===== src/rtl/seq_det_pkg.sv =====
// Shared helpers for the parametrised serial pattern detector: state width,
// elaboration-time KMP transition function and output-mode constants.
package seq_det_pkg;

  localparam int MODE_MOORE = 0;
  localparam int MODE_MEALY = 1;
  localparam int MAX_LEN    = 16;

  function automatic int state_w(input int len);
    return $clog2(len + 1);
  endfunction

  // Longest pattern prefix that is a suffix of (prefix of length s) followed by b.
  // A full match without overlap restarts the search from the empty prefix.
  function automatic int next_state(input logic [MAX_LEN-1:0] pattern, input int len,
                                    input bit overlap, input int s, input logic b);
    logic [MAX_LEN:0] seq;
    logic [MAX_LEN:0] pre;
    logic [MAX_LEN:0] mask;
    int base;
    int result;
    base   = (s == len && !overlap) ? 0 : s;
    seq    = (({1'b0, pattern} >> (len - base)) << 1) | {{MAX_LEN{1'b0}}, b};
    result = 0;
    for (int k = 1; k <= len; k++) begin
      if (k <= base + 1) begin
        mask = ({{MAX_LEN{1'b0}}, 1'b1} << k) - 1'b1;
        pre  = {1'b0, pattern} >> (len - k);
        if ((seq & mask) == pre) result = k;
      end
    end
    return result;
  endfunction

endpackage


===== src/rtl/seq_detector_param_sat_counter.sv =====
// Saturating up-counter with a synchronous clear that wins over increment.
module sat_counter #(
  parameter int W = 8
) (
  input  logic         clk,
  input  logic         reset,
  input  logic         clr,
  input  logic         inc,
  output logic [W-1:0] count
);

  always_ff @(posedge clk or posedge reset) begin
    if (reset)                  count <= '0;
    else if (clr)               count <= '0;
    else if (inc && count != '1) count <= count + 1'b1;
  end

endmodule


===== src/rtl/seq_detector_param.sv =====
// Serial MSB-first pattern detector with Moore/Mealy output, optional overlap
// and a saturating match counter; transitions are a table built at elaboration.
module seq_detector_param
  import seq_det_pkg::*;
#(
  parameter int               PAT_LEN = 4,
  parameter logic [PAT_LEN-1:0] PATTERN = 4'b1011,
  parameter bit               OVERLAP = 1'b1,
  parameter int               MEALY   = MODE_MOORE,
  parameter int               CNT_W   = 8,
  localparam int              SW      = state_w(PAT_LEN)
) (
  input  logic             clk,
  input  logic             reset,
  input  logic             in_valid,
  input  logic             t,
  input  logic             clr_count,
  output logic             p,
  output logic [CNT_W-1:0] match_count,
  output logic [SW-1:0]    state_dbg
);

  localparam logic [SW-1:0] FULL = SW'(PAT_LEN);

  logic [SW-1:0] state, state_n, nxt;
  logic [SW-1:0] nxt_tbl [PAT_LEN+1][2];
  logic          valid_state, hit, match;

  for (genvar gs = 0; gs <= PAT_LEN; gs++) begin : g_state
    for (genvar gb = 0; gb < 2; gb++) begin : g_bit
      localparam int NS = next_state(MAX_LEN'(PATTERN), PAT_LEN, OVERLAP, gs, 1'(gb));
      assign nxt_tbl[gs][gb] = SW'(NS);
    end
  end

  assign valid_state = (state <= FULL);

  always_comb begin
    nxt = '0;
    if (valid_state) nxt = nxt_tbl[state][t];
  end

  assign hit   = (nxt == FULL);
  assign match = in_valid & hit;

  always_ff @(posedge clk or posedge reset) begin
    if (reset) state <= '0;
    else       state <= state_n;
  end

  // Stray encodings are flushed even while the input is idle.
  always_comb begin
    state_n = state;
    if (!valid_state)  state_n = '0;
    else if (in_valid) state_n = nxt;
  end

  always_comb begin
    p = 1'b0;
    if (MEALY == MODE_MEALY) p = match;
    else                     p = (state == FULL);
  end

  assign state_dbg = state;

  sat_counter #(.W(CNT_W)) u_cnt (
    .clk   (clk),
    .reset (reset),
    .clr   (clr_count),
    .inc   (match),
    .count (match_count)
  );

endmodule


===== config.mk =====
export PLATFORM = sky130hd
export DESIGN_NAME = seq_detector_param
export DESIGN_NICKNAME = d
export VERILOG_FILES = /design/src/rtl/seq_det_pkg.sv /design/src/rtl/seq_detector_param_sat_counter.sv /design/src/rtl/seq_detector_param.sv
export SDC_FILE = /design/constraint.sdc
export NUM_CORES = 1
export LEC_CHECK = 0
export CAP_MARGIN = 10
export CORE_UTILIZATION = 46
export CTS_CLUSTER_DIAMETER = 60
export DETAILED_ROUTE_END_ITERATION = 10
export PLACE_DENSITY = 0.76
export SLEW_MARGIN = 0
export SYNTH_ARGS = -nofsm -noshare
export SYNTH_HDL_FRONTEND = slang
export SYNTH_SLANG_ARGS = --single-unit

===== constraint.sdc =====
create_clock -name clk -period 1.62 [get_ports clk]
set_input_delay 0.324 -clock clk [delete_from_list [all_inputs] [get_ports clk]]
set_output_delay 0.324 -clock clk [all_outputs]
set_load 0.1 [all_outputs]

==> results.toml <==
[power]
p_comb_share_pct = 48.6
vdd_ir_drop_max_mv = 1.038
swShare_pct = 45.46
powerDensity_mw_per_mm2 = 1076
p_sw_mw = 0.5413
power_frac_clock_pct = 15.2
intPower_mw = 0.6493
total_leakage_power_nw = 0.4439
power.total_mw = 1.191
seqPwrFrac_pct = 36.1

[grt]
grt_max_degree = 12
overflow = 0
first_global_vias = 566
grt_pass1_wl_um = 2387
track_usage_pct = 23.01
antenna_found_initial = 0

[timing]
skew_ns = 0.001170
fmax_mhz = 630.4
fin_setup_tns_ns = 0
rsz0062_at_grt = "false"
finalHoldViolations = 0
layout_min_cycle_time_ns = 1.586
holdWs_ns = 0.3502
max-slew-margin-rel_pct = 72.90
period_share_pct = 97.91
tightest_slew_ns = 0.4060
finalMaxSlewViolations = 0
finalSetupViolCount = 0

[floorplan]
rows = 13
initial_core_util_pct = 50.33
die-width_um = 39.97
io_pins = 17
dieHeight_um = 39.97
core-area_sq_mm = 0.001318
die_area_sq_mm = 0.001598

[clock_tree]
cts_inserted_buffers = 3
root_buffer = "clkbuf_4"
hold_buffers = 0
cts_tree = "built"
clk_pin_slew_worst_paths_ns = 0.07
htreeDepth = 1
clk-insertion-delay-late_ns = 0.26
cts_sinks = 11
clk_path_buf_depth = 2

[synth]
yosys_most_used_dff = "dfrtp_1"
ys_types = 36
yosysTopAreaCellShare_pct = 41.51
ys_top_cells_by_area = "dfrtp_1 42%, and4_1 4.0%, a211oi_1 3.4%"
async_flop_share_pct = 100.0
synth_top_family_by_area = "simple AND/OR/NAND/NOR gates"
synthXorXnorAreaFrac_pct = 2.642
synth-seq-cells = 11
yosys.area_share.simple_pct = 26.60
synthAdderAreaFrac_pct = 1.887
syn_area_sq_um = 663.1
synth_edf_count = 0
synthCells = 69
synth_compound_area_share_pct = 18.49
yosysSeqAreaShare_pct = 41.51
synth.avg_cell_area_sq_um = 9.611
syn_nets = 75
synthMuxAreaShare_pct = 3.208
post-synth-top-area-cell = "dfrtp_1"
ys_warn_count = 0

[detailed_routing]
wl_per_cell_um = 15.03
ant_nets = 0
dr.first_iter.drc_count = 8
drcViolationCount = 0
dr.max_layer_used = "met4"
drtPass1Iterations = 4
vias = 642
wl_met2_um = 805
wl_met1_um = 775
wl_um = 1668
via_per_inst = 5.784
wl_met3_um = 79

[placed_design]
finalWeightedCongestion = 0.8630
dpl_cell_area_sq_mm = 0.001054
hpwl_um = 1263
numPortBuffers = 16

[run_status]
status = "finished, final reports clean"

[hold_path]
min_path_type = "in2async"

[critical_path]
regToRegSetupSlack_ns = 0.03
critPathMaxFanout = 6
path_class = "reg2reg"
start_kind = "register"
crit_arrival_ns = 1.73
critPathCaptureType = "register"
required_ns = 1.77

[final_layout]
diodes = 0
area_growth_pct = 66.79
layout-drive-gt1-share_pct = 46.88
final_util_pct = 83.95
design_area_sq_mm = 0.001106
nets = 103

[flow_run]
maxCapViolCount = 0
## layout by cell type (no fill, tap or decap), types with 2 or more instances in the layout
cell             instances
a31oi_1                  2
and4_1                   3
a211oi_1                 3
dfrtp_4                  5
nand2_1                  4
inv_1                    5
clkbuf_4                 3
nor2_1                   6
clkdlybuf4s50_1          4
buf_12                  12
dfrtp_2                  6
buf_4                   10
a21oi_1                  4
o41ai_1                  2
## metrics by stage
step / worst slack, ns / instances
after floorplan: -0.3331 / 69
after global placement: -0.1356 / 104
after detailed placement: -0.1944 / 104
after CTS: 0.03249 / 108
after global routing: 0.008366 / 111
final: 0.03378 / 111
## per-layer routing
layer	track usage, %	up-vias
met5	0	-
met1	27.43	299
met4	4.310	0
met2	39.92	26
li1	-	315
met3	7.778	2
## registers in the layout, summed over array words and instances (netlist names)
| register | cells |
|---|---|
| u_cnt.count | 8 |
| state_dbg | 3 |
## worst paths after layout
check                          startpoint              to  cells after the start
setup / recovery             state_dbg[2]  u_cnt.count[6]                      4
min in group clk           u_cnt.count[5]  u_cnt.count[5]                      1
hold reg to reg            u_cnt.count[5]  u_cnt.count[5]                      1
hold / removal                      reset    state_dbg[2]                      2
setup reg to reg             state_dbg[2]  u_cnt.count[6]                      4
max in group asynchronous           reset    state_dbg[0]                      2
## power groups by stage
stage	Combinational, mW	Sequential (mW)	Clock, mW
after floorplan	0.220	0.590	0
after global placement	0.558	0.426	0
after detailed placement	0.561	0.433	0
after CTS	0.564	0.428	0.185
after global routing	0.608	0.437	0.201
final	0.579	0.430	0.181
## Yosys cell counts (all sizes together), types with 2 or more instances
library cell  number
a211oi             4
a21oi              4
a31oi              2
and4               3
buf                2
dfrtp             11
inv                6
nand2              5
nor2               6
nor3               2
nor4b              2
o41ai              2
## critical path, stage by stage, from the launching register on
cell,delay (ns)
dfrtp_4,0.52
and4b_4,0.37
buf_4,0.13
nand4_1,0.12
a211oi_1,0.33
## layout make-up
cell class | instances | area, sq um
multi-input combinational | 49 | 377.9
timing repair buffer | 26 | 355.3
sequential | 11 | 301.5
fill | 75 | 211.5
clock buffer | 4 | 26.28
inverter | 6 | 26.28
tap | 15 | 18.77
## repair_timing
action | 4_1_cts | 5_1_grt
hold endpoints to repair | 0 | 0
buffers inserted | 0 | 3
gates resized for setup | 0 | 1
endpoints found under the setup margin | 0 | 1
## kinds of logic after synthesis
group,Yosys count
buffers and inverters,9
xor gates and xnor gates,2
adders and majority gates,1
and+or+nand+nor,27
AOI/OAI and AO/OA,17
DFF,11
muxes,2
Power figures use the tool's default switching activity.
